$ cat src/rtl/div_req_ctrl_if.sv
// Handshake bundle between M-extension decode, the divide request controller and the divider.
// The master modport is the controller's view; slave is the surrounding environment.
interface div_req_ctrl_if #(
  parameter int XLEN = 64
);
  logic            flush;
  logic            in_valid;
  logic            in_ready;
  logic [2:0]      in_op;
  logic [XLEN-1:0] in_src1;
  logic [XLEN-1:0] in_src2;
  logic            out_valid;
  logic            out_ready;
  logic [XLEN-1:0] out_result;
  logic            div_valid;
  logic            div_ready;
  logic [XLEN-1:0] div_dividend;
  logic [XLEN-1:0] div_divisor;
  logic            div_signed;
  logic            div_out_valid;
  logic [XLEN-1:0] div_quotient;
  logic [XLEN-1:0] div_remainder;

  modport master (
    input  flush, in_valid, in_op, in_src1, in_src2, out_ready,
           div_ready, div_out_valid, div_quotient, div_remainder,
    output in_ready, out_valid, out_result,
           div_valid, div_dividend, div_divisor, div_signed
  );

  modport slave (
    output flush, in_valid, in_op, in_src1, in_src2, out_ready,
           div_ready, div_out_valid, div_quotient, div_remainder,
    input  in_ready, out_valid, out_result,
           div_valid, div_dividend, div_divisor, div_signed
  );
endinterface

$ cat src/rtl/div_req_ctrl.sv
// Requester side of the multi-cycle divider: prepares operands, resolves divide-by-zero and
// signed overflow locally, otherwise issues to the divider and holds the width-fixed result.
module div_req_ctrl #(
  parameter int XLEN = 64
) (
  input logic           clk,
  input logic           reset,
  div_req_ctrl_if.master bus
);

  localparam logic [2:0] IDLE  = 3'd0;
  localparam logic [2:0] ISSUE = 3'd1;
  localparam logic [2:0] WAIT  = 3'd2;
  localparam logic [2:0] DONE  = 3'd3;
  localparam logic [2:0] DRAIN = 3'd4;

  logic [2:0]      state_q,    state_d;
  logic [2:0]      op_q,       op_d;
  logic [XLEN-1:0] dividend_q, dividend_d;
  logic [XLEN-1:0] divisor_q,  divisor_d;
  logic            signed_q,   signed_d;
  logic [XLEN-1:0] result_q,   result_d;

  logic            in_signed;
  logic [XLEN-1:0] prep_a;
  logic [XLEN-1:0] prep_b;
  logic [XLEN-1:0] min_neg;
  logic            div_by_zero;
  logic            overflow;

  // W forms take the low word, extended according to the signedness of the op.
  function automatic logic [XLEN-1:0] prep_operand(input logic [XLEN-1:0] src,
                                                   input logic w, input logic sgn);
    logic [XLEN-1:0] r;
    r = src;
    if (w) r = sgn ? {{(XLEN-32){src[31]}}, src[31:0]} : {{(XLEN-32){1'b0}}, src[31:0]};
    return r;
  endfunction

  function automatic logic [XLEN-1:0] fix_width(input logic [XLEN-1:0] val, input logic w);
    return w ? {{(XLEN-32){val[31]}}, val[31:0]} : val;
  endfunction

  always_comb begin
    in_signed   = ~bus.in_op[0];
    prep_a      = prep_operand(bus.in_src1, bus.in_op[2], in_signed);
    prep_b      = prep_operand(bus.in_src2, bus.in_op[2], in_signed);
    min_neg     = bus.in_op[2] ? {{(XLEN-31){1'b1}}, 31'b0} : {1'b1, {(XLEN-1){1'b0}}};
    div_by_zero = (prep_b == '0);
    overflow    = in_signed && (prep_a == min_neg) && (prep_b == '1);
  end

  always_comb begin
    state_d    = state_q;
    op_d       = op_q;
    dividend_d = dividend_q;
    divisor_d  = divisor_q;
    signed_d   = signed_q;
    result_d   = result_q;

    case (state_q)
      IDLE: begin
        if (bus.in_valid && !bus.flush) begin
          op_d       = bus.in_op;
          dividend_d = prep_a;
          divisor_d  = prep_b;
          signed_d   = in_signed;
          if (div_by_zero) begin
            result_d = fix_width(bus.in_op[1] ? prep_a : '1, bus.in_op[2]);
            state_d  = DONE;
          end else if (overflow) begin
            result_d = fix_width(bus.in_op[1] ? '0 : prep_a, bus.in_op[2]);
            state_d  = DONE;
          end else begin
            state_d  = ISSUE;
          end
        end
      end
      // A flush that coincides with acceptance still leaves the divider busy.
      ISSUE: begin
        if (bus.flush)          state_d = bus.div_ready ? DRAIN : IDLE;
        else if (bus.div_ready) state_d = WAIT;
      end
      WAIT: begin
        if (bus.flush) begin
          state_d = DRAIN;
        end else if (bus.div_out_valid) begin
          result_d = fix_width(op_q[1] ? bus.div_remainder : bus.div_quotient, op_q[2]);
          state_d  = DONE;
        end
      end
      DONE: begin
        if (bus.flush || bus.out_ready) state_d = IDLE;
      end
      DRAIN: begin
        if (!bus.flush && bus.div_out_valid) state_d = IDLE;
      end
      default: state_d = IDLE;
    endcase
  end

  always_ff @(posedge clk) begin
    if (reset) begin
      state_q    <= IDLE;
      op_q       <= '0;
      dividend_q <= '0;
      divisor_q  <= '0;
      signed_q   <= 1'b0;
      result_q   <= '0;
    end else begin
      state_q    <= state_d;
      op_q       <= op_d;
      dividend_q <= dividend_d;
      divisor_q  <= divisor_d;
      signed_q   <= signed_d;
      result_q   <= result_d;
    end
  end

  assign bus.in_ready     = (state_q == IDLE) && !bus.flush;
  assign bus.div_valid    = (state_q == ISSUE);
  assign bus.out_valid    = (state_q == DONE);
  assign bus.out_result   = result_q;
  assign bus.div_dividend = dividend_q;
  assign bus.div_divisor  = divisor_q;
  assign bus.div_signed   = signed_q;

endmodule

$ cat src/flat_wrapper.sv
// flat-port wrapper written by rule: the top's interface ports become plain ports
module div_req_ctrl_flat 
#(
  parameter int XLEN = 64
)
  (clk, reset, bus_flush, bus_in_valid, bus_in_op, bus_in_src1, bus_in_src2, bus_out_ready, bus_div_ready, bus_div_out_valid, bus_div_quotient, bus_div_remainder, bus_in_ready, bus_out_valid, bus_out_result, bus_div_valid, bus_div_dividend, bus_div_divisor, bus_div_signed);
  div_req_ctrl_if #(.XLEN(XLEN)) bus_i ();
  input logic clk;
  input logic reset;
  input wire logic [$bits(bus_i.flush)-1:0] bus_flush;
  input wire logic [$bits(bus_i.in_valid)-1:0] bus_in_valid;
  input wire logic [$bits(bus_i.in_op)-1:0] bus_in_op;
  input wire logic [$bits(bus_i.in_src1)-1:0] bus_in_src1;
  input wire logic [$bits(bus_i.in_src2)-1:0] bus_in_src2;
  input wire logic [$bits(bus_i.out_ready)-1:0] bus_out_ready;
  input wire logic [$bits(bus_i.div_ready)-1:0] bus_div_ready;
  input wire logic [$bits(bus_i.div_out_valid)-1:0] bus_div_out_valid;
  input wire logic [$bits(bus_i.div_quotient)-1:0] bus_div_quotient;
  input wire logic [$bits(bus_i.div_remainder)-1:0] bus_div_remainder;
  output wire logic [$bits(bus_i.in_ready)-1:0] bus_in_ready;
  output wire logic [$bits(bus_i.out_valid)-1:0] bus_out_valid;
  output wire logic [$bits(bus_i.out_result)-1:0] bus_out_result;
  output wire logic [$bits(bus_i.div_valid)-1:0] bus_div_valid;
  output wire logic [$bits(bus_i.div_dividend)-1:0] bus_div_dividend;
  output wire logic [$bits(bus_i.div_divisor)-1:0] bus_div_divisor;
  output wire logic [$bits(bus_i.div_signed)-1:0] bus_div_signed;
  assign bus_i.flush = bus_flush;
  assign bus_i.in_valid = bus_in_valid;
  assign bus_i.in_op = bus_in_op;
  assign bus_i.in_src1 = bus_in_src1;
  assign bus_i.in_src2 = bus_in_src2;
  assign bus_i.out_ready = bus_out_ready;
  assign bus_i.div_ready = bus_div_ready;
  assign bus_i.div_out_valid = bus_div_out_valid;
  assign bus_i.div_quotient = bus_div_quotient;
  assign bus_i.div_remainder = bus_div_remainder;
  assign bus_in_ready = bus_i.in_ready;
  assign bus_out_valid = bus_i.out_valid;
  assign bus_out_result = bus_i.out_result;
  assign bus_div_valid = bus_i.div_valid;
  assign bus_div_dividend = bus_i.div_dividend;
  assign bus_div_divisor = bus_i.div_divisor;
  assign bus_div_signed = bus_i.div_signed;
  div_req_ctrl #(.XLEN(XLEN)) u_core (.clk(clk), .reset(reset), .bus(bus_i));
endmodule
$ cat config.mk
export PLATFORM = sky130hd
export DESIGN_NAME = div_req_ctrl_flat
export DESIGN_NICKNAME = d
export VERILOG_FILES = /design/src/rtl/div_req_ctrl_if.sv /design/src/rtl/div_req_ctrl.sv /design/src/flat_wrapper.sv
export SDC_FILE = /design/constraint.sdc
export NUM_CORES = 1
export LEC_CHECK = 0
export BUFFER_PORTS_ARGS = -buffer_cell sky130_fd_sc_hd__buf_4
export CAP_MARGIN = 20
export CELL_PAD_IN_SITES_DETAIL_PLACEMENT = 0
export CELL_PAD_IN_SITES_GLOBAL_PLACEMENT = 1
export CORE_ASPECT_RATIO = 0.6
export CORE_MARGIN = 2
export CORE_UTILIZATION = 30
export DETAILED_ROUTE_END_ITERATION = 7
export MAX_ROUTING_LAYER = met4
export PLACE_DENSITY = 0.87
export SYNTH_ARGS = -nofsm -noshare
export SYNTH_HDL_FRONTEND = slang
export SYNTH_SLANG_ARGS = --single-unit
$ cat constraint.sdc
create_clock -name clk -period 2.3 [get_ports clk]
set_clock_uncertainty 0.15 [all_clocks]
set_input_delay 0.23 -clock clk [delete_from_list [all_inputs] [get_ports clk]]
set_output_delay 0.23 -clock clk [all_outputs]
set_load 0.05 [all_outputs]
-- Yosys cells after proc, flatten, opt, wreduce, memory -nomap -nowiden
Index checks and enable logic that the tools add are counted.
- word-level logic and storage cells: 62
- ROM bits: 0
- register bits: 199
- memory bits (writable): 0
- latch bits: 0
- memories: 0
- input bits: 266
- output and inout bits: 196
- multiply operators: 0
- mux-type cells: 28
- $lt $le $gt $ge: 0
- eq/ne operators: 14
- div/mod/pow operators: 0
- $add $sub $neg: 0
- bitwise logic cells: 1
- reduce and logical (&&, ||, !) cells: 13
- shift-type cells: 0
- operators with widths (kind ; number):
    $mux W64 ; 15
    $pmux W64 S2 ; 1
    $eq A64 B64 Y1 ; 1
    $eq A64 B64 Y1 const B ; 1
    $logic_not A64 Y1 ; 1
    $mux W63 ; 1
    $mux W3 ; 9
    $pmux W3 S5 ; 1
    $reduce_and A5 Y1 ; 2
    $eq A3 B2 Y1 const B ; 2
    $ne A2 B1 Y1 const B ; 3
    $ne A3 B3 Y1 const B ; 2
    $logic_and A1 B1 Y1 ; 5
    $ne A2 B2 Y1 const B ; 2
    $eq A3 B1 Y1 const B ; 1
    $eq A3 B3 Y1 const B ; 1
    $logic_not A3 Y1 ; 1
    $ne A3 B1 Y1 const B ; 1
    $mux W2 ; 1
    $reduce_and A2 Y1 ; 1
    $reduce_bool A2 Y1 ; 1
    $logic_not A1 Y1 ; 1
    $logic_or A1 B1 Y1 ; 1
    $not A1 Y1 ; 1

-- Logic depth before layout (Yosys ltp)
- word-level depth: 9
- gate-level depth with buffers: 9
- mapped depth without buffers: 6

-- Worst setup path after synthesis
Ideal clock, no wire load.
- path kind: register -> register
- start: reg u_core.state_q[2]
- end: reg u_core.dividend_q[51], in the netlist u_core.bus.div_dividend[51]
- setup time: 0.128 ns
- setup slack: -0.364 ns
- cell stages (with the launch flop): 8
- clock period less this slack: 2.664 ns
- arrival time: 2.385 ns
- buffers on the path: 2
- required time: 2.022 ns
- cells stage by stage: dfxtp_1 > clkbuf_1 > or3_1 > nor2_1 > nand2_1 > nor2_1 > clkbuf_1 > a21oi_1
- cells in the longest elaborated chain, start to end: 2
- RTL lines (item ; RTL line ; text):
    start: declaration ; div_req_ctrl.sv:17 ; logic [2:0] state_q, state_d;
    start signal: assignment ; div_req_ctrl.sv:111 ; state_q <= state_d;
    $logic_not A3 Y1 ; div_req_ctrl.sv:61 ; case (state_q)
    $reduce_and A2 Y1 (no line) ; -- ;
    end signal: assignment ; div_req_ctrl.sv:113 ; dividend_q <= dividend_d;
    end: declaration ; div_req_ctrl.sv:19 ; logic [XLEN-1:0] dividend_q, dividend_d;
No other way between the ends.
A chain may end at the register's enable or synchronous reset.

-- Worst setup path in the final report
- start: in bus_in_src2[25]
- end: reg u_core.result_q[59], in the netlist u_core.bus.out_result[59]
- cells in the longest elaborated chain, start to end: 6
- elaborated cells on any way between the ends: 10
- those cells by class: eq/ne: 2; mux: 5; reduce/logical: 3
- RTL lines (item ; RTL line ; text):
    start: declaration ; flat_wrapper.sv:14 ; input wire logic [$bits(bus_i.in_src2)-1:0] bus_in_src2;
    $mux W64 ; div_req_ctrl.sv:36 ; if (w) r = sgn ? {{(XLEN-32){src[31]}}, src[31:0]} : {{(XLEN-32){1'b0}}, src[31:0]};
    $mux W64 (*) ; div_req_ctrl.sv:36 ;
    $eq A64 B64 Y1 / $logic_not A64 Y1 (equally long branches) ; div_req_ctrl.sv:50, div_req_ctrl.sv:49 ;
    $logic_and A1 B1 Y1 / $mux W64 (equally long branches) ; div_req_ctrl.sv:50, div_req_ctrl.sv:68 ;
    $ne A3 B1 Y1 (no line) / $mux W64 (equally long branches) ; -- ;
    $reduce_and A5 Y1 (no line) / $pmux W64 S2 (equally long branches) ; -- ;
    end signal: assignment ; div_req_ctrl.sv:116 ; result_q <= result_d;
    end: declaration ; div_req_ctrl.sv:22 ; logic [XLEN-1:0] result_q, result_d;
Mark *: on every way between the ends. The rest lies on a longest branch, timed or not. The select of a mux whose other input is x is not followed.

==> flow_summary.toml <==
[critical_path]
required_ns = 2.52
critical_path.cell_chain = "buf_4, nor4_1, nand2_1, or4_4, o311ai_4, buf_12, buf_12, o2111ai_1, mux2i_2"
worstSetupEndpointType = "register"
cp_max_fo = 12
critPathSlowestCell = "or4_4"
worstSetupStartpointType = "input port"
cp_data_arrival_time_ns = 2.49
worstSetupPathType = "input port to register"
critical_path.top_delay_family = "simple AND/OR/NAND/NOR gates"
path_common_cell = "buf_12"
crit_path_max_incr_delay_ns = 0.64
critPathBufInv = 3

[synthesis]
synth.avg_cell_area_um2 = 8.090
synth_flop_cell = "dfxtp_1"
synth_top_area_frac = 0.3876
synth_edf_count = 0
synth-async-reset-ratio = 0
yosys-mux-area-fraction = 0.09421
ys_top_cells_by_area = "dfxtp_1, nand2_1, mux2i_1"
syn-num-nets = 1530
synth-seq-area-share = 0.3876
yosysTopAreaCell = "dfxtp_1"
synth_common_cells = "nand2_1, dfxtp_1, a21oi_1"
syn_inst = 1264
synth-compound-area-share = 0.2325
synth_simple_gate_area_share = 0.2216
yosysWarnings = 0
synthXorXnorAreaFrac = 0
synth_top_family_by_area = "compound AO/OA/AOI/OAI gates"
synth-seq-cells = 198
yosysUniqueCellTypes = 62
synth_area_um2 = 10230
synth_fa_ha_area_frac = 0
synthMostInstantiatedCell = "nand2_1"

[placement]
dp_hpwl_mm = 36.41
io_buffer_count = 461
gp_congestion = 0.9973
place_area_um2 = 15060

[pwr]
power_density_nw_per_um2 = 552.5
p_total_mw = 9.249
ir_drop_uv = 517.4
p_leak_nw = 7.060

[cts]
clk_pin_slew_worst_paths_ns = 0.08
cts_tree = "yes"
clk_latency_ns = 0.44
h-tree-depth = 4
cts_num_sinks = 198
clock-root-buffer = "clkbuf_16"
clk_path_buf_depth = 2
numCtsBuffers = 17

[sta]
rsz0062_at_grt = "true"
setup_viol = 0
period_minus_slack_ns = 2.273
maxSlewHeadroom = 0.5292
worst_slew_pin_slew_ns = 0.7062
holdWs_ns = -0.0001884
finalCritPeriodShare = 0.9882
slew_violations = 0
setup_tns_ns = 0
fmax_ghz = 0.4400
finalHoldViolCount = 1

[floorplanning]
design.core.area_um2 = 33640
die_x_um = 242.4
die_area_um2 = 35630
io_pins = 462
num_rows = 52
die_h_um = 147.0
initial_core_util = 0.3040

[grt]
grt_overflow = 0
grt_pass1_wl_mm = 73.08
antenna_found_initial = 1
gr-usage-all-layers = 0.2758
grt_max_degree = 79
grt_pass1_vias = 11890

[route]
viasPerCell = 5.311
post-route-drc-count = 0
first_pass_iters = 5
wire_per_inst_um = 21.44
vias = 12370
antenna_left = 0
routed_wl_mm = 49.93
initialDrtViolationCount = 1082

[outcome]
status = "finished, violations left"
violations = "hold timing"

[cells_and_area]
design_area_um2 = 16740
area_growth_syn_to_layout_pct = 63.71
drive_above_1_share = 0.3681
nets = 2123

[run]
maxCapViolCount = 0

[worst_hold_path]
hp-class = "input port to register"
## cell usage in the layout, fill, tap and decap left out, types with 3 or more instances in the layout
cell           count
nand3_1           25
nand2b_1           3
nor4_2             5
nor2_1            43
dfxtp_1          196
a311oi_1          32
nor4_1            19
or4_4              4
inv_6              4
nor2b_1           53
o2111ai_1         31
or4_1              7
nor3_1             3
a21oi_1          136
a211oi_1          35
buf_12            24
o21ai_0           69
buf_4            575
nand4_1           15
o211ai_1           9
and2b_2            9
nand2_1          269
buf_6              6
mux2i_1           93
a311o_1           25
clkbuf_16         19
dlygate4sd3_1     88
a211o_1            7
nor4_4             4
## worst paths after layout
kind / start / endpoint / slack [ns] / depth (start not counted)
hold reg to reg: u_core.bus.div_divisor[29] / u_core.bus.div_divisor[29] / 0.31 / 2
hold / removal: bus_in_src2[6] / u_core.bus.div_divisor[6] / -0.0002 / 4
setup / recovery: bus_in_src2[25] / u_core.bus.out_result[59] / 0.03 / 9
setup reg to reg: u_core.state_q[1] / u_core.bus.out_result[40] / 0.19 / 6
## where the power goes
part	total (mW)	switching, mW	internal (mW)	leakage, nW
clock	3.12	1.47	1.65	0.280
combinational	2.46	1.43	1.03	5.16
sequential	3.67	0.0915	3.58	1.62
total	9.25	2.99	6.26	7.06
## final cells by class
| type | instances | area [µm²] |
|---|---|---|
| fill | 3196 | 16900 |
| timing repair buffer | 697 | 5823 |
| multi-input combinational | 938 | 5766 |
| sequential | 198 | 3969 |
| tap | 459 | 574.3 |
| clock buffer | 20 | 446.7 |
| clock inverter | 11 | 138.9 |
| inverter | 5 | 21.27 |
| antenna | 1 | 2.502 |
## layer usage
layer / global-route usage / share of wire / vias up
li1: - / - / 5779
met1: 0.3712 / 0.46 / 5926
met2: 0.4069 / 0.43 / 592
met3: 0.06924 / 0.083 / 72
met4: 0.08179 / 0.026 / 0
met5: - / 0 / -
## registers in the layout, indices dropped and copies added, names as in the netlist
register	flops
u_core.bus.div_divisor	64
u_core.state_q	3
u_core.bus.div_dividend	64
u_core.bus.div_signed	1
u_core.op_q	2
u_core.bus.out_result	64
## per-stage QoR
stage	instances	worst slack (ns)	utilization
global route	2329	-0.04125	0.4977
global placement	2205	-0.4422	0.4477
CTS	2327	0.05506	0.4925
detailed placement	2205	-0.4771	0.4477
finish	2329	0.02706	0.4977
floorplan	1264	0.06439	-
## timing repair
item                                    in CTS  in global routing
endpoints found under the setup margin       1                 41
hold buffers                                91                  1
endpoints found under the hold margin       90                  1
resized for setup                            2                 27
buffers inserted                             0                  1
pin swaps                                    0                  9
cloned                                       0                  4
## cells by family after synthesis
family,Yosys count
flops,198
compound gates,362
simple gates,479
buf+inv,129
mux,96
## worst reg2reg max path, cell delays in order, from the launching register on
cell	delay (ns)
dfxtp_2	0.46
nor3b_4	0.31
a22oi_1	0.14
nor2_1	0.22
o21a_2	0.34
clkbuf_16	0.23
mux2i_1	0.20
No activity file was read; power rests on OpenSTA's default activity.
